[config.mk]
export PLATFORM = sky130hd
export DESIGN_NAME = ni_router_local_input_buffer
export DESIGN_NICKNAME = d
export VERILOG_FILES = /design/src/rtl/ni_router_local_input_buffer.sv
export SDC_FILE = /design/constraint.sdc
export NUM_CORES = 1
export LEC_CHECK = 0
export CORE_MARGIN = 10
export CORE_UTILIZATION = 50
export CTS_CLUSTER_SIZE = 16
export DETAILED_ROUTE_END_ITERATION = 10
export GPL_TIMING_DRIVEN = 0
export PLACE_DENSITY = 0.74
export SYNTH_ARGS = -nofsm -noshare
export SYNTH_HDL_FRONTEND = slang
export SYNTH_SLANG_ARGS = --single-unit
[constraint.sdc]
create_clock -name clk -period 2.7 [get_ports clk]
set_input_delay 0.81 -clock clk [delete_from_list [all_inputs] [get_ports clk]]
set_output_delay 0.81 -clock clk [all_outputs]
set_load 0.02 [all_outputs]
[src/rtl/ni_router_local_input_buffer.sv]
// Credit-flow FWFT input buffer for the leaf router's local port.
// Returns one credit per consumed flit and flags writes that arrive while full.
module ni_router_local_input_buffer #(
  parameter int DATA_WIDTH = 32,
  parameter int DEPTH      = 4,
  parameter int PTR_WIDTH  = 2
) (
  input  logic                  clk,
  input  logic                  rst,
  input  logic                  in_data_valid,
  input  logic [DATA_WIDTH-1:0] in_data,
  output logic                  upstream_credit,
  output logic                  out_data_valid,
  output logic [DATA_WIDTH-1:0] out_data,
  input  logic                  read_en,
  output logic [PTR_WIDTH:0]    occupancy,
  output logic                  overflow_err
);

  logic [DATA_WIDTH-1:0] r_mem [DEPTH];
  logic [PTR_WIDTH-1:0]  r_wr_ptr;
  logic [PTR_WIDTH-1:0]  r_rd_ptr;
  logic [PTR_WIDTH:0]    r_occ;
  logic                  r_credit;
  logic                  r_ovf;

  logic w_empty;
  logic w_full;
  logic w_do_rd;
  logic w_do_wr;

  assign w_empty = (r_occ == '0);
  assign w_full  = (r_occ == (PTR_WIDTH+1)'(DEPTH));
  assign w_do_rd = read_en && !w_empty;
  // A read in the same cycle frees the slot the write needs when full.
  assign w_do_wr = in_data_valid && (!w_full || w_do_rd);

  assign out_data_valid  = !w_empty;
  assign out_data        = r_mem[r_rd_ptr];
  assign occupancy       = r_occ;
  assign upstream_credit = r_credit;
  assign overflow_err    = r_ovf;

  always_ff @(posedge clk) begin
    if (w_do_wr) begin
      r_mem[r_wr_ptr] <= in_data;
    end
  end

  always_ff @(posedge clk or negedge rst) begin
    if (!rst) begin
      r_wr_ptr <= '0;
      r_rd_ptr <= '0;
      r_occ    <= '0;
      r_credit <= 1'b0;
      r_ovf    <= 1'b0;
    end else begin
      r_credit <= w_do_rd;
      if (w_do_wr) begin
        r_wr_ptr <= r_wr_ptr + PTR_WIDTH'(1);
      end
      if (w_do_rd) begin
        r_rd_ptr <= r_rd_ptr + PTR_WIDTH'(1);
      end
      case ({w_do_wr, w_do_rd})
        2'b10:   r_occ <= r_occ + (PTR_WIDTH+1)'(1);
        2'b01:   r_occ <= r_occ - (PTR_WIDTH+1)'(1);
        default: r_occ <= r_occ;
      endcase
      if (in_data_valid && w_full && !w_do_rd) begin
        r_ovf <= 1'b1;
      end
    end
  end

endmodule

**Word-level counts from Yosys, hierarchy flattened**

Memory sizes are Yosys's and may differ from the RTL's.
Cells that the tools add are included.

- $add $sub $neg: 4
- $mul: 0
- Div/mod/pow operators: 0
- $lt $le $gt $ge: 0
- Equality and inequality tests: 3
- Shift operators: 0
- Mux-type cells: 3
- Bitwise gates (word level): 0
- Reductions and logical operators: 10

Operators with widths:

| kind | count |
|---|---|
| $pmux W3 S2 | 1 |
| $add A2 B1 Y2 const B | 2 |
| $logic_and A1 B1 Y1 | 4 |
| $add A3 B1 Y3 const B | 1 |
| $eq A3 B3 Y1 const B | 1 |
| $logic_not A1 Y1 | 3 |
| $logic_not A3 Y1 | 1 |
| $sub A3 B1 Y3 const B | 1 |
| $eq A2 B1 Y1 const B | 1 |
| $eq A2 B2 Y1 const B | 1 |
| $mux W1 | 2 |
| $reduce_bool A2 Y1 | 1 |
| $logic_or A1 B1 Y1 | 1 |

- Register bits: 9
- Latch bits: 0
- Memory bits (writable): 128
- Bits in read-only memories: 0
- Input bits: 36
- Output and inout bits: 38
- Logic and storage cells: 26
- Memories: 1

Memories:

| memory | words | width | read ports | clocked after Yosys merged registers in | wr ports | RTL line | RTL |
|---|---|---|---|---|---|---|---|
| r_mem | 4 | 32 | 1 | 0 | 1 | 20 | `logic [DATA_WIDTH-1:0] r_mem [DEPTH];` |

**Longest topological paths before layout**

Gate-level depths: netlist of the first run.

- Depth in word-level cells: 7
- Depth in mapped cells: 7
- Gate-level depth less buffers: 6

**Worst setup path before layout of the first run**

Ideal clock, no wire load.

- Path kind: input -> register
- Start point: input read_en
- End point: memory r_mem[2][0], enable pin
- Setup time: 0.392 ns
- Arrival: 2.077 ns
- Data required time: 2.308 ns
- Slack: 0.231 ns
- Cell stages on the path: 3
- Buffers on the path: 1
- Cells stage by stage: clkbuf_1 -> o21a_4 -> and2_1

- Word-level cells in the longest chain between the ends: 5

RTL lines:

| what | RTL line | RTL |
|---|---|---|
| start, declared | 15 | `input logic read_en,` |
| $logic_and A1 B1 Y1 | 34 | `assign w_do_rd = read_en && !w_empty;` |
| $logic_or A1 B1 Y1 | 36 | `assign w_do_wr = in_data_valid && (!w_full \|\| w_do_rd);` |
| $logic_and A1 B1 Y1 | 36 |  |
| $mux W1 | 45 | `if (w_do_wr) begin` |
| $mux W1 (implied by the code) | 46 | `r_mem[r_wr_ptr] <= in_data;` |
| end, declared | 20 |  |

Every way passes these cells.

**Worst setup path in the final report of the first run**

- Start point: register r_rd_ptr[0]
- End point: output out_data[2]

- Word-level cells in the longest chain between the ends: 1

RTL lines:

| what | RTL line | RTL |
|---|---|---|
| start, declared | 22 | `logic [PTR_WIDTH-1:0] r_rd_ptr;` |
| start signal, assigned | 63 | `r_rd_ptr <= r_rd_ptr + PTR_WIDTH'(1);` |
| $mem_v2 Z4 W32 | - |  |
| end, declared | 14 | `output logic [DATA_WIDTH-1:0] out_data,` |

Every way passes these cells.

==> results.py, run 1 <==
metrics = {
    "cells_and_area": {
        "final_area_sq_um": 6884,
        "diodes": 0,
        "multiInputGateArea_sq_um": 1040,
        "area_delta_synth_final_pct": 33.03,
        "instances_no_fill": 467,
        "drive_above_1_share_pct": 35.65,
        "final_nets": 361,
        "n_fill_cell": 681,
        "regArea_sq_um": 4071,
    },
    "min_path": {
        "hold_depth": 1,
        "hold_path.class": "register to register",
        "hold_path_end": "overflow_err",
        "min-delay-start": "overflow_err",
    },
    "setup_path": {
        "r2r_cells": 4,
        "cp_max_fo": 5,
        "critPathTopFamily": "multiplexers",
        "crit_arrival_ps": 1890,
        "worstSetupPathType": "register to output pin",
        "regToRegSetupSlack_ps": 620,
        "path_cells": "clkbuf_16 > buf_12 > mux4_2 > buf_6",
        "worstSetupStartpointType": "register",
        "required_ps": 1890,
        "cp_slowest_cell": "mux4_2",
        "end_kind": "output pin",
        "r2r-start": "occupancy[2]",
        "worst-path-buf-inv": 3,
        "r2r-end": "r_mem[0][22]",
        "max_stage_delay_ps": 530,
    },
    "logic_synthesis": {
        "muxShareOfSynthArea_pct": 14.41,
        "synth_top_area_share_pct": 74.27,
        "synth_nets": 263,
        "synthTopCellsByArea": "edfxtp_1 74%, mux4_2 14%, dfrtp_1 4.4%, ha_1 0.97%, buf_2 0.58%",
        "ys_async_sr_fraction_pct": 6.569,
        "synthSimpleGateAreaFrac_pct": 1.547,
        "synth_top_family_by_area": "multiplexers",
        "synth-compound-area-share_pct": 1.838,
        "synthCells": 222,
        "synth_flop_cell": "edfxtp_1",
        "ys_warn_count": 0,
        "synth_seq_area_share_pct": 78.63,
        "synth.avg_cell_area_sq_um": 23.31,
        "syn-cell-area_sq_um": 5175,
        "synth_xor_area_share_pct": 0.8462,
        "yosys.cell_types.count": 31,
        "ys_ff_latch": 137,
        "yosys.area.top_type": "edfxtp_1",
        "synth-adder-area-share_pct": 1.354,
        "synth_edf_count": 128,
    },
    "timing": {
        "hold_viol_final": 0,
        "fmax_mhz": 370.5,
        "fin_crit_ps": 2699,
        "finClkSkew_ps": 6.973,
        "fin_hold_ws_ps": 499.1,
        "tightestPinTransition_ps": 906.8,
        "slew_viol_final": 0,
        "rsz0062_at_grt": "yes",
        "period_share_pct": 99.97,
        "setup_viol": 0,
        "relSlewSlack_pct": 39.55,
        "setup_tns_ps": 0,
    },
    "global_route": {
        "overflow": 0,
        "grt_pass1_wl_um": 14590,
        "grt_pass1_vias": 2700,
        "grtUsageTotal_pct": 13.11,
        "antenna_found_initial": 0,
        "grt_max_degree": 33,
    },
    "routing": {
        "drtAntennaViolNets": 0,
        "wl_per_cell_um": 20.56,
        "wl_um": 9600,
        "vias_per_cell": 5.308,
        "firstDrtPassIters": 5,
        "vias": 2479,
        "drcViolationCount": 0,
        "drtIter0Drc": 111,
    },
    "die": {
        "initial_core_util_pct": 50.81,
        "die_h_um": 121.7,
        "die_x_um": 121.7,
        "io_pins": 74,
        "dieArea_sq_um": 14820,
        "core_area_sq_um": 10180,
        "core.rowCount": 37,
    },
    "clock_tree": {
        "clkTransAtPathRegs_ps": 60,
        "worstSkewPairLatency_ps": 500,
        "cts_buffers": 17,
        "cts.sinks": 137,
        "cts_max_level": 4,
        "clk_path_buf_depth": 2,
        "cts_tree": "yes",
        "cts_root_buf": "clkbuf_8",
    },
    "pwr": {
        "power_density_nw_per_um2": 1220,
        "total_leakage_power_nw": 2.387,
        "ir_drop_mv": 0.7085,
    },
    "status": {
        "status": "finished, final reports clean",
    },
    "job": {
        "drv_cap": 0,
    },
    "placed_design": {
        "gp_congestion": 0.7214,
        "detailed_place_hpwl_um": 5692,
        "dp_cells": 430,
        "numPortBuffers": 72,
        "placedInstanceArea_sq_um": 6071,
    },
}
stage by stage:
step | setup slack [ps] | power (mW) | utilization (%)
after floorplan | 231.3 | 4.617 | -
after global placement | -555.6 | 5.715 | 59.56
after detailed placement | -246.6 | 5.764 | 59.61
after CTS | -28.74 | 7.914 | 64.77
after global routing | -87.61 | 8.792 | 67.59
final | 0.8313 | 8.398 | 67.59
Yosys cell counts (all sizes together) (2+ instances only):
| cell | count |
|---|---|
| buf | 7 |
| edfxtp | 128 |
| and2 | 4 |
| xor2 | 2 |
| inv | 5 |
| xnor2 | 3 |
| dfrtp | 9 |
| o21a | 2 |
| ha | 4 |
| mux4 | 32 |
| nand2 | 3 |
| clkbuf | 4 |
| o211ai | 2 |
| nand2b | 2 |
placed cells by master, fill, tap and decap left out, types with 4 or more instances in the layout:
cell type	Yosys	final
buf_6	0	28
buf_4	1	6
buf_12	0	4
and2_2	0	4
edfxtp_1	128	128
ha_1	4	4
clkdlybuf4s50_1	0	39
dfrtp_1	9	7
clkbuf_16	0	20
inv_1	5	5
mux4_2	32	32
bufinv_16	0	4
state kept, by name, indices dropped and copies added (netlist names):
register / flops
r_mem: 128
r_rd_ptr: 2
upstream_credit: 1
occupancy: 3
overflow_err: 1
r_wr_ptr: 2
report_power, final:
part / switching [mW] / total (mW) / internal (mW)
clock network: 0.825 / 2.31 / 1.48
logic: 1.51 / 3.12 / 1.61
registers: 0.150 / 2.97 / 2.82
per-layer routing:
layer  up-vias  wire length [um]  track usage, %
met5         -                 0               0
met4         0                39           3.130
met3         4               617           5.920
met2        73              4918           21.04
met1      1283              4025           15.98
li1       1119                 -               -
worst max path at each step:
stage	depth (start not counted)	to	slack [ps]	from
after detailed placement	4	out_data[15]	-250	r_rd_ptr[1]
after global placement	3	r_mem[2][15]	-560	in_data_valid
after CTS	4	out_data[2]	-30	r_rd_ptr[0]
after floorplan	3	r_mem[2][0]	230	read_en
after global routing	4	out_data[20]	-90	r_rd_ptr[0]
final	4	out_data[2]	0.8	r_rd_ptr[0]
timing repair:
item | in CTS | in global routing
buffers inserted | 1 | 3
hold endpoints to repair | 0 | 0
gates cloned | 0 | 4
endpoints found under the setup margin | 33 | 32
resized for setup | 142 | 68
hold buffers | 0 | 0
cell families after synthesis:
family,Yosys count
AO/OA/AOI/OAI,11
XOR/XNOR,5
adder cells (fa/ha/maj),5
buffers and inverters,16
flip-flops,137
multiplexers,34
AND/OR/NAND/NOR,14
layout make-up:
cell class              count  area share [%]
plain buffers              10           1.818
clock buffers              17           6.016
clock inverters            13           2.617
inverters                   5          0.2726
multi-input cells          69           15.10
flip-flops and latches    137           59.14
well taps                 136           2.472
repair buffers             80           12.56
No activity file was read; power rests on OpenSTA's default activity.
==> inputs of run 2 (changes only) <==
--- a/config.mk
+++ b/config.mk
@@ -5,12 +5,13 @@
 export SDC_FILE = /design/constraint.sdc
 export NUM_CORES = 1
 export LEC_CHECK = 0
+export CAP_MARGIN = 40
 export CORE_MARGIN = 10
 export CORE_UTILIZATION = 50
-export CTS_CLUSTER_SIZE = 16
+export CTS_CLUSTER_SIZE = 8
 export DETAILED_ROUTE_END_ITERATION = 10
 export GPL_TIMING_DRIVEN = 0
-export PLACE_DENSITY = 0.74
+export PLACE_DENSITY = 0.85
 export SYNTH_ARGS = -nofsm -noshare
 export SYNTH_HDL_FRONTEND = slang
 export SYNTH_SLANG_ARGS = --single-unit
==> run 2 against run 1 <==
  * Cell area decreased by 2.1%
  * Die area unchanged
  * Global-route usage increased by 0.64 points
  * Via count decreased by 1.3%
  * Critical path depth unchanged
  * Sequential power about the same
  * Final cell count decreased by 0.21%
  * Clock power about the same
  * Largest power group is now registers
==> results.py, run 2 (synthesis gave the netlist of run 1 again) <==
metrics = {
    "routing": {
        "vias": 2447,
        "drtIter0Drc": 82,
        "drcViolationCount": 0,
        "vias_per_cell": 5.251,
        "drtAntennaViolNets": 0,
        "wl_um": 9507,
        "firstDrtPassIters": 4,
        "wl_per_cell_um": 20.40,
    },
    "clock_tree": {
        "cts.sinks": 137,
        "worstSkewPairLatency_ps": 510,
        "holdBufCountCts": 0,
        "cts_buffers": 17,
        "clk_path_buf_depth": 2,
        "cts_max_level": 4,
        "clkTransAtPathRegs_ps": 60,
        "cts_root_buf": "clkbuf_8",
        "cts_tree": "yes",
    },
    "job": {
        "drv_cap": 0,
    },
    "setup_path": {
        "cp_max_fo": 10,
        "crit_arrival_ps": 1840,
        "r2r-start": "occupancy[2]",
        "end_kind": "output pin",
        "regToRegSetupSlack_ps": 670,
        "required_ps": 1890,
        "startpoint": "r_rd_ptr[0]",
        "worstSetupPathType": "register to output pin",
        "worstSetupStartpointType": "register",
    },
    "pwr": {
        "total_leakage_power_nw": 2.320,
        "ir_drop_mv": 0.6482,
        "power_mw": 7.986,
        "power_density_nw_per_um2": 1185,
    },
    "timing": {
        "fin_hold_ws_ps": 498.1,
        "fin_ws_ps": 47.69,
        "rsz0062_at_grt": "yes",
        "tightestPinTransition_ps": 525.6,
        "slew_viol_final": 0,
        "relSlewSlack_pct": 64.96,
        "period_share_pct": 98.23,
        "setup_viol": 0,
        "fin_crit_ps": 2652,
        "setup_tns_ps": 0,
        "hold_viol_final": 0,
        "fmax_mhz": 377.0,
        "finClkSkew_ps": 12.56,
    },
    "cells_and_area": {
        "largest-register": "r_mem",
        "largest_reg_flops": 128,
        "instances_no_fill": 466,
        "final_nets": 359,
        "n_fill_cell": 682,
        "final_common_cell": "edfxtp_1",
        "diodes": 0,
        "final_area_sq_um": 6739,
        "mostFrequentLayoutCells": "128 x edfxtp_1, 39 x clkdlybuf4s50_1, 32 x mux4_2, 25 x buf_2, 16 x clkbuf_16",
        "fin_util_pct": 66.17,
        "drive_above_1_share_pct": 35.15,
        "area_delta_synth_final_pct": 30.22,
    },
    "die": {
        "initial_core_util_pct": 50.81,
        "core.rowCount": 37,
        "die_x_um": 121.7,
        "core_area_sq_um": 10180,
        "die_h_um": 121.7,
        "io_pins": 74,
        "dieArea_sq_um": 14820,
    },
    "global_route": {
        "antenna_found_initial": 0,
        "overflow": 0,
        "grt_max_degree": 22,
        "grt_pass1_vias": 2733,
        "grt_pass1_wl_um": 15230,
        "grtUsageTotal_pct": 13.74,
    },
    "status": {
        "status": "finished, final reports clean",
    },
    "min_path": {
        "min-delay-start": "overflow_err",
        "hold_path.class": "register to register",
    },
    "placed_design": {
        "dp_cells": 434,
        "place_ws_ps": -285.4,
        "detailed_place_hpwl_um": 6387,
        "numPortBuffers": 72,
        "gp_congestion": 0.6976,
        "placedInstanceArea_sq_um": 6181,
    },
}
==> run 2: layout make-up <==
| type | count | area (sq um) | share of cell area [%] |
|---|---|---|---|
| clock buffers | 17 | 414.1 | 6.146 |
| flip-flops and latches | 137 | 4070 | 60.40 |
| inverters | 5 | 18.77 | 0.2785 |
| plain buffers | 10 | 110.1 | 1.634 |
| clock inverters | 14 | 181.4 | 2.692 |
| well taps | 136 | 170.2 | 2.525 |
| multi-input cells | 69 | 1040 | 15.43 |
| repair buffers | 78 | 734.5 | 10.90 |
==> run 2: what timing repair did <==
action | in CTS | in global routing
resized for setup | 148 | 17
hold endpoints to repair | 0 | 0
setup endpoints to repair | 33 | 32
gates cloned | 0 | 0
buffers inserted | 1 | 1
==> run 2: report_power, final <==
group | leakage [nW] | switching [mW] | internal [mW] | total [mW]
logic | 0.763 | 1.44 | 1.30 | 2.73
registers | 1.28 | 0.151 | 2.81 | 2.96
clock network | 0.279 | 0.810 | 1.48 | 2.29
total | 2.32 | 2.40 | 5.59 | 7.99
==> run 2: worst paths after layout <==
kind	to	cells past startpoint
worst max-delay path	out_data[19]	4
worst min-delay path	overflow_err	1
worst max register to register	r_mem[0][7]	5
worst min register to register	overflow_err	1
max in group asynchronous	r_rd_ptr[1]	1
min in group asynchronous	r_rd_ptr[1]	1
==> run 2: layer usage <==
layer / share of wire, % / vias up / wire length, um / track usage, %
met4: 0.72 / 0 / 68 / 5.365
met5: 0 / - / 0 / 0
met1: 40 / 1245 / 3797 / 15.40
met3: 7.0 / 6 / 661 / 5.967
li1: - / 1125 / - / -
met2: 52 / 71 / 4980 / 22.80
==> run 2: worst max-delay path, stage by stage, from the launching register on <==
cell,delay [ps]
dfrtp_1,340
buf_6,150
buf_12,160
mux4_2,510
buf_2,180
